### config.mk
export PLATFORM = sky130hd
export DESIGN_NAME = sudoku_cell_fetch_flat
export DESIGN_NICKNAME = d
export VERILOG_FILES = /design/src/rtl/sudoku_cell_fetch_if.sv /design/src/rtl/sudoku_cell_fetch.sv /design/src/flat_wrapper.sv
export SDC_FILE = /design/constraint.sdc
export NUM_CORES = 1
export LEC_CHECK = 0
export BUFFER_PORTS_ARGS = -buffer_cell sky130_fd_sc_hd__buf_2
export CORE_UTILIZATION = 35
export CTS_BUF_LIST = sky130_fd_sc_hd__clkbuf_8
export DETAILED_ROUTE_END_ITERATION = 10
export PLACE_DENSITY = 0.48
export SLEW_MARGIN = 0
export SYNTH_ARGS = -nofsm -noshare
export SYNTH_HDL_FRONTEND = slang
export SYNTH_SLANG_ARGS = --single-unit
### constraint.sdc
create_clock -name clk -period 4.55 [get_ports clk]
set_clock_uncertainty 0.05 [all_clocks]
set_input_delay 1.1375 -clock clk [delete_from_list [all_inputs] [get_ports clk]]
set_output_delay 1.1375 -clock clk [all_outputs]
set_load 0.03 [all_outputs]
### src/rtl/sudoku_cell_fetch_if.sv
// Sudoku board write port: valid/ready transfer of one cell
// (index, digit, clue flag) from the recognizer/solver side.
interface sudoku_cell_fetch_if;
  logic       wr_valid;
  logic       wr_ready;
  logic [6:0] wr_index;
  logic [3:0] wr_value;
  logic       wr_given;

  modport master (
    output wr_valid, wr_index, wr_value, wr_given,
    input  wr_ready
  );

  modport slave (
    input  wr_valid, wr_index, wr_value, wr_given,
    output wr_ready
  );
endinterface

### src/rtl/sudoku_cell_fetch.sv
// Sudoku board store plus 2-stage pixel-to-cell lookup for the VGA path,
// with a sequential board-clear engine.
module sudoku_cell_fetch #(
  parameter int CELL = 52,
  parameter int GRID = 9
) (
  input  logic        clk,
  input  logic        rst_n,
  sudoku_cell_fetch_if.slave wr,
  input  logic [9:0]  i_h_cnt,
  input  logic [9:0]  i_v_cnt,
  input  logic        i_clr_req,
  input  logic [6:0]  i_cursor_index,
  output logic        o_busy,
  output logic        o_wr_err,
  output logic [9:0]  o_index_out,
  output logic [10:0] o_number_out,
  output logic        o_cell_valid,
  output logic [9:0]  o_h_cnt_d,
  output logic [9:0]  o_v_cnt_d
);

  localparam int NCELL = GRID * GRID;
  localparam int BOARD = GRID * CELL;

  typedef enum logic {IDLE, CLEAR} state_t;

  state_t      r_state, w_state_nx;
  logic [6:0]  r_clr_cnt, w_clr_cnt_nx;
  logic [4:0]  r_mem [NCELL];
  logic        r_wr_err;
  logic        w_wr_fire, w_wr_ok;

  logic [3:0]  w_col, w_row;
  logic [3:0]  r_col, r_row;
  logic        r_in1;
  logic [9:0]  r_h1, r_v1;
  logic [6:0]  w_idx;
  logic [4:0]  w_rd;

  logic        r_valid;
  logic [9:0]  r_index;
  logic [10:0] r_number;
  logic [9:0]  r_hd, r_vd;

  // Comparator chain: highest multiple of CELL not above p.
  function automatic logic [3:0] f_cell(input logic [9:0] p);
    f_cell = '0;
    for (int k = 1; k < GRID; k++)
      if (p >= 10'(k * CELL)) f_cell = 4'(k);
  endfunction

  always_comb begin
    w_state_nx   = r_state;
    w_clr_cnt_nx = r_clr_cnt;
    unique case (r_state)
      IDLE: begin
        if (i_clr_req) begin
          w_state_nx   = CLEAR;
          w_clr_cnt_nx = '0;
        end
      end
      CLEAR: begin
        if (i_clr_req)
          w_clr_cnt_nx = '0;
        else if (r_clr_cnt == 7'(NCELL - 1))
          w_state_nx = IDLE;
        else
          w_clr_cnt_nx = r_clr_cnt + 7'd1;
      end
      default: ;
    endcase
  end

  always_ff @(posedge clk or negedge rst_n) begin
    if (!rst_n) begin
      r_state   <= IDLE;
      r_clr_cnt <= '0;
    end else begin
      r_state   <= w_state_nx;
      r_clr_cnt <= w_clr_cnt_nx;
    end
  end

  assign wr.wr_ready = (r_state == IDLE);
  assign o_busy      = (r_state == CLEAR);
  assign w_wr_fire   = wr.wr_valid && wr.wr_ready;
  assign w_wr_ok     = (wr.wr_index <= 7'(NCELL - 1));

  // A clear request always wins over a bad write in the same cycle.
  always_ff @(posedge clk or negedge rst_n) begin
    if (!rst_n)
      r_wr_err <= 1'b0;
    else if (i_clr_req)
      r_wr_err <= 1'b0;
    else if (w_wr_fire && !w_wr_ok)
      r_wr_err <= 1'b1;
  end

  always_ff @(posedge clk or negedge rst_n) begin
    if (!rst_n) begin
      for (int i = 0; i < NCELL; i++) r_mem[i] <= '0;
    end else if (r_state == CLEAR) begin
      r_mem[r_clr_cnt] <= '0;
    end else if (w_wr_fire && w_wr_ok) begin
      r_mem[wr.wr_index] <= {wr.wr_given, wr.wr_value};
    end
  end

  assign w_col = f_cell(i_h_cnt);
  assign w_row = f_cell(i_v_cnt);

  always_ff @(posedge clk or negedge rst_n) begin
    if (!rst_n) begin
      r_col <= '0;
      r_row <= '0;
      r_in1 <= 1'b0;
      r_h1  <= '0;
      r_v1  <= '0;
    end else begin
      r_col <= w_col;
      r_row <= w_row;
      r_in1 <= (i_h_cnt < 10'(BOARD)) && (i_v_cnt < 10'(BOARD));
      r_h1  <= i_h_cnt;
      r_v1  <= i_v_cnt;
    end
  end

  // row*9 + col; the chain saturates at GRID-1 so idx never leaves the array.
  assign w_idx = {r_row, 3'b000} + {3'b000, r_row} + {3'b000, r_col};
  assign w_rd  = r_mem[w_idx];

  always_ff @(posedge clk or negedge rst_n) begin
    if (!rst_n) begin
      r_valid  <= 1'b0;
      r_index  <= '0;
      r_number <= '0;
      r_hd     <= '0;
      r_vd     <= '0;
    end else begin
      r_valid  <= r_in1;
      r_index  <= r_in1 ? {3'b000, w_idx} : '0;
      r_number <= r_in1 ? {5'b0, (w_idx == i_cursor_index), w_rd} : '0;
      r_hd     <= r_h1;
      r_vd     <= r_v1;
    end
  end

  assign o_wr_err     = r_wr_err;
  assign o_cell_valid = r_valid;
  assign o_index_out  = r_index;
  assign o_number_out = r_number;
  assign o_h_cnt_d    = r_hd;
  assign o_v_cnt_d    = r_vd;

endmodule

### src/flat_wrapper.sv
// flat-port wrapper written by rule: the top's interface ports become plain ports
module sudoku_cell_fetch_flat 
#(
  parameter int CELL = 52,
  parameter int GRID = 9
)
  (clk, rst_n, i_h_cnt, i_v_cnt, i_clr_req, i_cursor_index, o_busy, o_wr_err, o_index_out, o_number_out, o_cell_valid, o_h_cnt_d, o_v_cnt_d, wr_wr_valid, wr_wr_index, wr_wr_value, wr_wr_given, wr_wr_ready);
  sudoku_cell_fetch_if wr_i ();
  input  logic clk;
  input  logic rst_n;
  input  logic [9:0] i_h_cnt;
  input  logic [9:0] i_v_cnt;
  input  logic i_clr_req;
  input  logic [6:0] i_cursor_index;
  output logic o_busy;
  output logic o_wr_err;
  output logic [9:0] o_index_out;
  output logic [10:0] o_number_out;
  output logic o_cell_valid;
  output logic [9:0] o_h_cnt_d;
  output logic [9:0] o_v_cnt_d;
  input wire logic [$bits(wr_i.wr_valid)-1:0] wr_wr_valid;
  input wire logic [$bits(wr_i.wr_index)-1:0] wr_wr_index;
  input wire logic [$bits(wr_i.wr_value)-1:0] wr_wr_value;
  input wire logic [$bits(wr_i.wr_given)-1:0] wr_wr_given;
  output wire logic [$bits(wr_i.wr_ready)-1:0] wr_wr_ready;
  assign wr_i.wr_valid = wr_wr_valid;
  assign wr_i.wr_index = wr_wr_index;
  assign wr_i.wr_value = wr_wr_value;
  assign wr_i.wr_given = wr_wr_given;
  assign wr_wr_ready = wr_i.wr_ready;
  sudoku_cell_fetch #(.CELL(CELL), .GRID(GRID)) u_core (.clk(clk), .rst_n(rst_n), .wr(wr_i), .i_h_cnt(i_h_cnt), .i_v_cnt(i_v_cnt), .i_clr_req(i_clr_req), .i_cursor_index(i_cursor_index), .o_busy(o_busy), .o_wr_err(o_wr_err), .o_index_out(o_index_out), .o_number_out(o_number_out), .o_cell_valid(o_cell_valid), .o_h_cnt_d(o_h_cnt_d), .o_v_cnt_d(o_v_cnt_d));
endmodule
==> flow_summary.toml, run 1 <==
[run_status]
outcome = "completed"

[layout]
fill_cells = 6387
drive_above_1_share_pct = 15.8
syn_to_final_growth_pct = 16.6
fin_nets = 2625

[pwr]
share_comb_of_total_power_pct = 14.6
power_switching_uw = 3010
swShare_pct = 28.7
power_frac_clock_pct = 41.7
seqPwrFrac_pct = 43.7
vdd_ir_drop_max_mv = 0.244
power_leakage_uw = 0.0115
power_density_mw_per_mm2 = 395
p_int_uw = 7500

[logic_synthesis]
yosys.area.top_type = "dfrtp_1"
yosysTopAreaCellShare_pct = 52.3
ys.flop_type = "dfrtp_1"
synth_edf_count = 0
ys_async_sr_fraction_pct = 100
synth.distinct_cells = 62
syn_avg_cell_area_um2 = 9.47
syn_inst = 2410
yosysSeqAreaShare_pct = 52.3
netlist_top_cells_area = "dfrtp_1 52%, nand2_1 15%, o21ai_0 9.0%"
synth-seq-cells = 477
synthesis.area_mm2 = 0.0228
yosysWarnings = 0

[global_routing]
grt-ovfl-total = 0
grt_max_degree = 86
grt_pass1_wl_um = 117000
grtUsageTotal_pct = 23.2
grt_pass1_vias = 18400
grt_antenna_before_repair = 5

[clocking]
ctsLongestPathBuffers = 3
cts_tree = "done"
ctsResizeCount = 0
cts_buffers = 88
htreeDepth = 3
clkTransAtPathRegs_ns = 0.07
post-cts-setup-buffers = 0
cts_hold_buffers = 0
clk_latency_ns = 0.69
clockRootBuffer = "clkbuf_8"
clkSinkCount = 477

[detailed_routing]
vias = 18600
wl_per_cell_um = 21.7
drc = 0
drt-initial-drc-count = 1775
dr.pass1.iters = 8
via_per_inst = 5.32
ant_nets = 0
wl_um = 75900

[floorplan]
die-area_mm2 = 0.0662
die_w_um = 257
pin_count = 88
rows = 93
floorplan.initialDensity_pct = 35.4
die_y_um = 257
core_mm2 = 0.0645

[place]
place.gp.congestion = 0.867
dp_hpwl_um = 51100
io_buffer_count = 79
pre_cts_ws_ns = 0.710

[critical_path]
critPathBufInv = 2
cp_max_fo = 11
critPathCaptureType = "flip-flop"
crit_type = "flip-flop to flip-flop"
regToRegStartpoint = "u_core.r_row[0]$_DFF_PN0_"
slowest_stage = "a2111oi_0"
crit_chain = "inv_1, fa_1, inv_1, ha_1, xor2_4, mux4_2, nor2b_1, a2111oi_0, a31o_2, o211ai_1"
crit_start = "u_core.r_row[0]$_DFF_PN0_"
reg2regPathDepth = 10
crit_cells = 10
cp_common_cell = "inv_1"
cp_top_family = "compound AO/OA/AOI/OAI gates"
worstPathRequired_ns = 5.05
cp.arrival_ns = 4.46
max_stage_delay_ns = 0.90
setup.worst_path.start_class = "flip-flop"

[hold_path]
hold_path.class = "flip-flop to flip-flop"
hold_depth = 0
hp-start = "u_core.r_h1[5]$_DFF_PN0_"

[sta]
tightest_slew_ns = 1.20
fin_tns_setup_ns = 0
grt_setup_unrepaired = "false"
final-setup-viol-count = 0
fin_ws_ns = 0.584
hold_viol_final = 0
fin_crit_sh_pct = 87.2
holdWs_ns = 0.284
max_freq_mhz = 252
timing.final.crit_period_ns = 3.97
relSlewSlack_pct = 19.5
maxSlewViolCount = 0

[run]
maxCapViolations = 0
[cell usage in the layout, fill, tap and decap left out, drive strengths merged, types with 5 or more instances in the layout]
master / instances
nand2: 917
dfrtp: 477
o21ai: 414
buf: 178
clkbuf: 115
nor2: 110
mux4: 95
mux2i: 51
inv: 41
a21oi: 20
nor2b: 15
nor3: 15
nand3: 14
a22oi: 10
clkinv: 10
nand2b: 9
ha: 9
and3: 8
and2: 8
nor3b: 8
conb: 8
xnor2: 7
xor2: 7
mux2: 6
a211oi: 6
nand4: 6
nor4: 6
a2111oi: 5
a22o: 5
[cell usage after synthesis (3+ instances only)]
cell / number
mux2_2: 6
and2_1: 8
nand4_1: 6
nor4_1: 6
nor2b_1: 15
buf_4: 25
mux2i_1: 51
ha_1: 9
a311oi_1: 3
o21ai_0: 412
a2111oi_0: 5
buf_1: 7
a22o_1: 5
a21oi_1: 20
nand2_1: 917
o21bai_1: 4
mux4_1: 14
and3_1: 8
nand3_1: 14
o211ai_1: 4
o2111ai_1: 4
dfrtp_1: 477
mux4_2: 81
clkbuf_1: 66
buf_2: 10
nand2b_1: 9
buf_6: 4
nor3_1: 15
a211o_1: 3
nor3b_1: 8
a31oi_1: 3
xor2_1: 6
nor2_1: 110
inv_1: 15
a211oi_1: 6
xnor2_1: 7
a22oi_1: 10
[through the flow]
| step | power [µW] | cells | util [%] | area [µm²] |
|---|---|---|---|---|
| 6_report | 10500 | 3494 | 41.3 | 26600 |
| 5_1_grt | 11000 | 3494 | 41.3 | 26600 |
| 4_1_cts | 10600 | 3492 | 41.3 | 26600 |
| 3_5_place_dp | 6200 | 3336 | 38.4 | 24700 |
| 3_3_place_gp | 6170 | 3336 | 38.4 | 24700 |
| 2_1_floorplan | 5590 | 2417 | - | 22900 |
[power by group through the flow]
stage,combinational [µW],clock (µW),sequential [µW]
floorplan,940,0,4650
global placement,1510,0,4660
detailed placement,1530,0,4660
CTS,1540,4500,4590
global route,1640,4690,4620
finish,1530,4380,4600
[metal layers]
layer  vias up  global-route usage (%)  share of wire (%)
met5         -                       0              0.017
met4         2                    7.25                2.4
met3       129                    3.75                6.5
met2       635                    35.0                 44
met1      9247                    34.0                 47
li1       8579                       -                  -
[registers in the layout, summed over array words and instances (netlist names)]
name                 cells
u_core.o_busy            1
u_core.o_cell_valid      1
u_core.o_h_cnt_d        10
u_core.o_index_out       7
u_core.o_number_out      6
u_core.o_v_cnt_d        10
u_core.o_wr_err          1
u_core.r_clr_cnt         7
u_core.r_col             4
u_core.r_h1             10
u_core.r_in1             1
u_core.r_mem           405
u_core.r_row             4
u_core.r_v1             10
[area by class of cell]
class | count | area [µm²] | share of cell area, %
repair buffers | 178 | 1330 | 5.00
multi-input cells | 1811 | 10400 | 38.9
well taps | 855 | 1070 | 4.02
diodes | 2 | 5.00 | 0.0188
inverters | 15 | 56.3 | 0.212
clock inverters | 41 | 280 | 1.05
flip-flops and latches | 477 | 11900 | 44.8
clock buffers | 115 | 1580 | 5.95
[cell families after synthesis]
| kind of cell | after synthesis | share of synthesized area (%) |
|---|---|---|
| AND/OR/NAND/NOR | 1124 | 19.5 |
| buffers and inverters | 129 | 2.86 |
| other | 1 | 0.0164 |
| flip-flops | 477 | 52.3 |
| XOR/XNOR | 14 | 0.570 |
| multiplexers | 152 | 12.1 |
| AO/OA/AOI/OAI | 502 | 12.0 |
| adder cells (fa/ha/maj) | 11 | 0.669 |
[final timing paths]
check / to / slack (ns)
worst max-delay path: u_core.o_number_out[4]$_DFF_PN0_ / 0.58
worst min-delay path: u_core.o_h_cnt_d[5]$_DFF_PN0_ / 0.28
worst max register to register: u_core.o_number_out[4]$_DFF_PN0_ / 0.58
worst min register to register: u_core.o_h_cnt_d[5]$_DFF_PN0_ / 0.28
max in group asynchronous: u_core.r_mem[84]$_DFFE_PN0P_ / 2.95
min in group asynchronous: u_core.o_v_cnt_d[5]$_DFF_PN0_ / 0.42
No activity file was read; power rests on OpenSTA's default activity.
==> run 2: changes to the inputs <==
==> constraint.sdc (replaced) <==
create_clock -name clk -period 4.1 [get_ports clk]
set_clock_uncertainty 0.05 [all_clocks]
set_input_delay 1.025 -clock clk [delete_from_list [all_inputs] [get_ports clk]]
set_output_delay 1.025 -clock clk [all_outputs]
set_load 0.03 [all_outputs]
==> run 2 against run 1 <==
  * Fmax rose by 4.2%
  * Clock power rose by 4%
  * Utilization fell by 0.44 points
  * Total power rose by 7.7%
  * Register-to-register slack got worse by 0.29 ns
  * Largest cell class unchanged
  * Largest power group unchanged
  * Highest routed layer is now met4
==> flow_summary.toml, run 2 (same netlist as run 1, synthesis figures left out) <==
[floorplan]
rows = 93
die-area_mm2 = 0.0662
die_y_um = 257
floorplan.initialDensity_pct = 35.4
pin_count = 88
core_mm2 = 0.0645
die_w_um = 257

[detailed_routing]
ant_nets = 0
drt-initial-drc-count = 1841
vias = 18400
dr.pass1.iters = 5
wl_um = 77300
wl_per_cell_um = 22.2
drc = 0
via_per_inst = 5.29

[clocking]
cts_tree = "done"
ctsLongestPathBuffers = 3
post-cts-setup-buffers = 0
ctsResizeCount = 0
clkTransAtPathRegs_ns = 0.06
cts_hold_buffers = 0
clkSinkCount = 477
clk_latency_ns = 0.70
htreeDepth = 3
cts_buffers = 88
clockRootBuffer = "clkbuf_8"

[sta]
maxSlewViolCount = 0
grt_setup_unrepaired = "false"
tightest_slew_ns = 1.24
relSlewSlack_pct = 17.0
timing.final.crit_period_ns = 3.81
hold_viol_final = 0
holdWs_ns = 0.296
final-setup-viol-count = 0
fin_tns_setup_ns = 0
max_freq_mhz = 263
fin_crit_sh_pct = 92.9

[pwr]
vdd_ir_drop_max_mv = 0.204
power_uw = 11300
power_leakage_uw = 0.0113
power_density_mw_per_mm2 = 430

[critical_path]
critPathBufInv = 3
worstPathRequired_ns = 4.60
setup.worst_path.start_class = "flip-flop"
max_stage_delay_ns = 0.61
crit_type = "flip-flop to flip-flop"
cp_common_cell = "inv_1"
cp_max_fo = 18
crit_chain = "inv_1, fa_1, inv_1, ha_1, xor2_4, buf_12, mux4_2, mux2i_1, o2111ai_1, a211o_1, o211a_1"
slowest_stage = "xor2_4"
crit_cells = 11
cp.arrival_ns = 4.31
cp_top_family = "adder cells"
critPathCaptureType = "flip-flop"
reg2regPathDepth = 11

[layout]
fin_area_mm2 = 0.0263
syn_to_final_growth_pct = 15.3
fin_util_pct = 40.8
final_common_cell = "nand2_1"
fin_nets = 2613
largest_reg_flops = 405
fill_cells = 6395
top_register = "u_core.r_mem"
layout_common_cells = "917 x nand2_1, 477 x dfrtp_1, 412 x o21ai_0"
drive_above_1_share_pct = 15.1

[place]
place_area_mm2 = 0.0246
dp_hpwl_um = 53200
place.gp.congestion = 0.911
io_buffer_count = 79

[global_routing]
grt_pass1_vias = 18300
grt_antenna_before_repair = 3
grt-ovfl-total = 0
grt_pass1_wl_um = 118000
grtUsageTotal_pct = 23.8
grt_max_degree = 86

[run_status]
outcome = "completed"

[hold_path]
hold_path.class = "flip-flop to flip-flop"
hold_depth = 0

[run]
maxCapViolations = 0
run 2: per-layer routing:
layer  track usage [%]  up-vias  routed length [µm]  share of wire, %
met3              4.09       98                4910               6.4
met5                 0        -                   0                 0
li1                  -     8539                   -                 -
met1              34.9     9143               36400                47
met4              7.20        0                1760               2.3
met2              35.7      613               34200                44
run 2: layout make-up:
cell class	count	area, µm²	share of cell area, %
clock inverters	38	181	0.689
diodes	3	7.51	0.0285
multi-input cells	1811	10300	39.3
flip-flops and latches	477	11900	45.3
inverters	15	56.3	0.214
clock buffers	112	1540	5.85
repair buffers	166	1190	4.52
well taps	855	1070	4.06
run 2: where the power goes:
group | switching [µW] | internal (µW) | total (µW)
combinational | 1050 | 620 | 1670
clock | 2100 | 2440 | 4540
sequential | 159 | 4950 | 5110
total | 3310 | 8010 | 11300
run 2: worst paths after layout:
check                                          start                               end  slack, ns
min                         u_core.r_h1[2]$_DFF_PN0_     u_core.o_h_cnt_d[2]$_DFF_PN0_       0.30
min reg2reg                 u_core.r_h1[2]$_DFF_PN0_     u_core.o_h_cnt_d[2]$_DFF_PN0_       0.30
max in group asynchronous                      rst_n      u_core.r_mem[52]$_DFFE_PN0P_       2.54
min in group asynchronous                      rst_n          u_core.r_v1[7]$_DFF_PN0_       0.34
max                        u_core.r_row[0]$_DFF_PN0_  u_core.o_number_out[2]$_DFF_PN0_       0.29
max reg2reg                u_core.r_row[0]$_DFF_PN0_  u_core.o_number_out[2]$_DFF_PN0_       0.29
run 2: metrics by stage:
step	worst slack [ns]	instances
4_1_cts	0.366	3474
5_1_grt	0.106	3477
3_3_place_gp	0.487	3324
3_5_place_dp	0.404	3324
2_1_floorplan	1.01	2417
6_report	0.292	3477
==> run 3: changes to the inputs <==
--- a/config.mk
+++ b/config.mk
@@ -6,10 +6,12 @@
 export NUM_CORES = 1
 export LEC_CHECK = 0
 export BUFFER_PORTS_ARGS = -buffer_cell sky130_fd_sc_hd__buf_2
+export CELL_PAD_IN_SITES_DETAIL_PLACEMENT = 2
+export CELL_PAD_IN_SITES_GLOBAL_PLACEMENT = 2
 export CORE_UTILIZATION = 35
 export CTS_BUF_LIST = sky130_fd_sc_hd__clkbuf_8
 export DETAILED_ROUTE_END_ITERATION = 10
-export PLACE_DENSITY = 0.48
+export PLACE_DENSITY = 0.69
 export SLEW_MARGIN = 0
 export SYNTH_ARGS = -nofsm -noshare
 export SYNTH_HDL_FRONTEND = slang
==> constraint.sdc (replaced) <==
create_clock -name clk -period 4.1 [get_ports clk]
set_clock_uncertainty 0.05 [all_clocks]
set_input_delay 1.025 -clock clk [delete_from_list [all_inputs] [get_ports clk]]
set_output_delay 1.025 -clock clk [all_outputs]
set_load 0.1 [all_outputs]
==> run 3 against run 2 <==
  * Sequential cell count unchanged
  * Total power increased by 3.4%
  * Critical path depth decreased by 3
  * Utilization increased by 0.066 points
  * Largest power group unchanged
==> flow_summary.toml, run 3 (same netlist as run 1, synthesis figures left out) <==
[run_status]
outcome = "completed"

[pwr]
power_leakage_uw = 0.0114
vdd_ir_drop_max_mv = 0.308
power_density_mw_per_mm2 = 444

[floorplan]
die-area_mm2 = 0.0662
die_y_um = 257
floorplan.initialDensity_pct = 35.4
rows = 93
core_mm2 = 0.0645
die_w_um = 257
pin_count = 88

[detailed_routing]
ant_nets = 0
wl_per_cell_um = 25.5
drc = 0
vias = 19400
drt-initial-drc-count = 1125
dr.pass1.iters = 4
via_per_inst = 5.58
wl_um = 88600

[sta]
timing.final.crit_period_ns = 4.02
max_freq_mhz = 249
maxSlewViolCount = 0
relSlewSlack_pct = 9.45
tightest_slew_ns = 1.32
fin_tns_setup_ns = 0
hold_viol_final = 0
final-setup-viol-count = 0
fin_ws_ns = 0.0838
grt_setup_unrepaired = "false"
fin_crit_sh_pct = 98.0

[run]
maxCapViolations = 0

[critical_path]
setup.worst_path.start_class = "flip-flop"
worstPathRequired_ns = 4.64
slowest_stage = "a2111oi_0"
cp.arrival_ns = 4.55
cp_max_fo = 24
max_stage_delay_ns = 1.13
crit_chain = "ha_1, ha_4, buf_4, mux4_2, nor2b_1, a2111oi_0, o31ai_1, and3_1"
critPathCaptureType = "flip-flop"
crit_type = "flip-flop to flip-flop"

[clocking]
post-cts-setup-buffers = 0
clkTransAtPathRegs_ns = 0.06
cts_tree = "done"
clkSinkCount = 477
cts_buffers = 92
cts_hold_buffers = 0
ctsLongestPathBuffers = 3
ctsResizeCount = 0
clockRootBuffer = "clkbuf_8"
htreeDepth = 3
clk_latency_ns = 0.71

[layout]
final_common_cell = "nand2_1"
drive_above_1_share_pct = 14.9
largest_reg_flops = 405
layout_common_cells = "917 x nand2_1, 477 x dfrtp_1, 412 x o21ai_0"
fin_nets = 2612
fill_cells = 7046
syn_to_final_growth_pct = 15.5
top_register = "u_core.r_mem"

[place]
io_buffer_count = 79
pre_cts_ws_ns = 0.136
dp_hpwl_um = 60700
place.gp.congestion = 0.847

[global_routing]
grt_antenna_before_repair = 2
use_met3_pct = 4.14
grt-ovfl-total = 0
grt.met2_usage_pct = 45.6
grt_max_degree = 80
grt_pass1_vias = 21700
grt_pass1_wl_um = 137000
grtUsageTotal_pct = 27.3
grt_use_met1_pct = 35.6
grt.busiest_layer = "met2"

[hold_path]
hold_path.class = "flip-flop to flip-flop"
==> run 3: cell count changes in the layout (fill, tap and decap cells not counted), sizes merged <==
cell and change:
buf -5, bufinv +2, clkinv +3, clkinvlp -2, diode -2, inv +6
==> run 3: cell type report <==
type                       count  area (µm²)  share of cell area, %
multi-input combinational   1811       10400                   39.3
antenna                        1        2.50                0.00949
tap                          855        1070                   4.06
clock inverter                47         244                  0.925
sequential                   477       11900                   45.3
timing repair buffer         161        1170                   4.44
clock buffer                 112        1540                   5.84
inverter                      15        56.3                  0.213
==> run 3: final timing paths <==
path                                                 from                          endpoint  slack (ns)  depth (start not counted)
max in group asynchronous                           rst_n     u_core.r_mem[180]$_DFFE_PN0P_        2.68                          3
worst max register to register  u_core.r_row[1]$_DFF_PN0_  u_core.o_number_out[3]$_DFF_PN0_        0.08                          8
worst min register to register   u_core.r_h1[9]$_DFF_PN0_     u_core.o_h_cnt_d[9]$_DFF_PN0_        0.29                          0
worst min-delay path             u_core.r_h1[9]$_DFF_PN0_     u_core.o_h_cnt_d[9]$_DFF_PN0_        0.29                          0
worst max-delay path            u_core.r_row[1]$_DFF_PN0_  u_core.o_number_out[3]$_DFF_PN0_        0.08                          8
min in group asynchronous                           rst_n          u_core.r_v1[8]$_DFF_PN0_        0.31                          1
==> run 3: per-layer routing <==
| metal | share of wire [%] | wire length, µm |
|---|---|---|
| met5 | 0 | 0 |
| met4 | 3.8 | 3350 |
| met3 | 3.3 | 2960 |
| met2 | 49 | 43000 |
| met1 | 44 | 39200 |
==> run 3: where the power goes <==
part | leakage, µW | switching (µW) | internal [µW]
sequential | 0.00468 | 166 | 4950
clock | 0.00106 | 2150 | 2560
combinational | 0.00562 | 1250 | 619
total | 0.0114 | 3570 | 8140
==> run 3: worst max-delay path, delay by kind of cell, from the launching register on <==
family | cells | cell delay [ns]
AO/OA/AOI/OAI | 2 | 1.29
adder cells (fa/ha/maj) | 2 | 0.91
buffers and inverters | 1 | 0.42
multiplexers | 1 | 0.40
AND/OR/NAND/NOR | 2 | 0.40
flip-flops | 1 | 0.39
==> run 3: per-stage QoR <==
| stage | cells | util (%) | hold WS (ns) | power (µW) | area [µm²] |
|---|---|---|---|---|---|
| after global placement | 3319 | 38.1 | 0.282 | 7000 | 24600 |
| final | 3479 | 40.9 | 0.286 | 11700 | 26400 |
| after detailed placement | 3319 | 38.1 | 0.286 | 7070 | 24600 |
| after floorplan | 2417 | - | 0.281 | 6340 | 22900 |
| after global routing | 3479 | 40.9 | 0.304 | 12200 | 26400 |
| after CTS | 3478 | 40.9 | 0.293 | 11800 | 26400 |
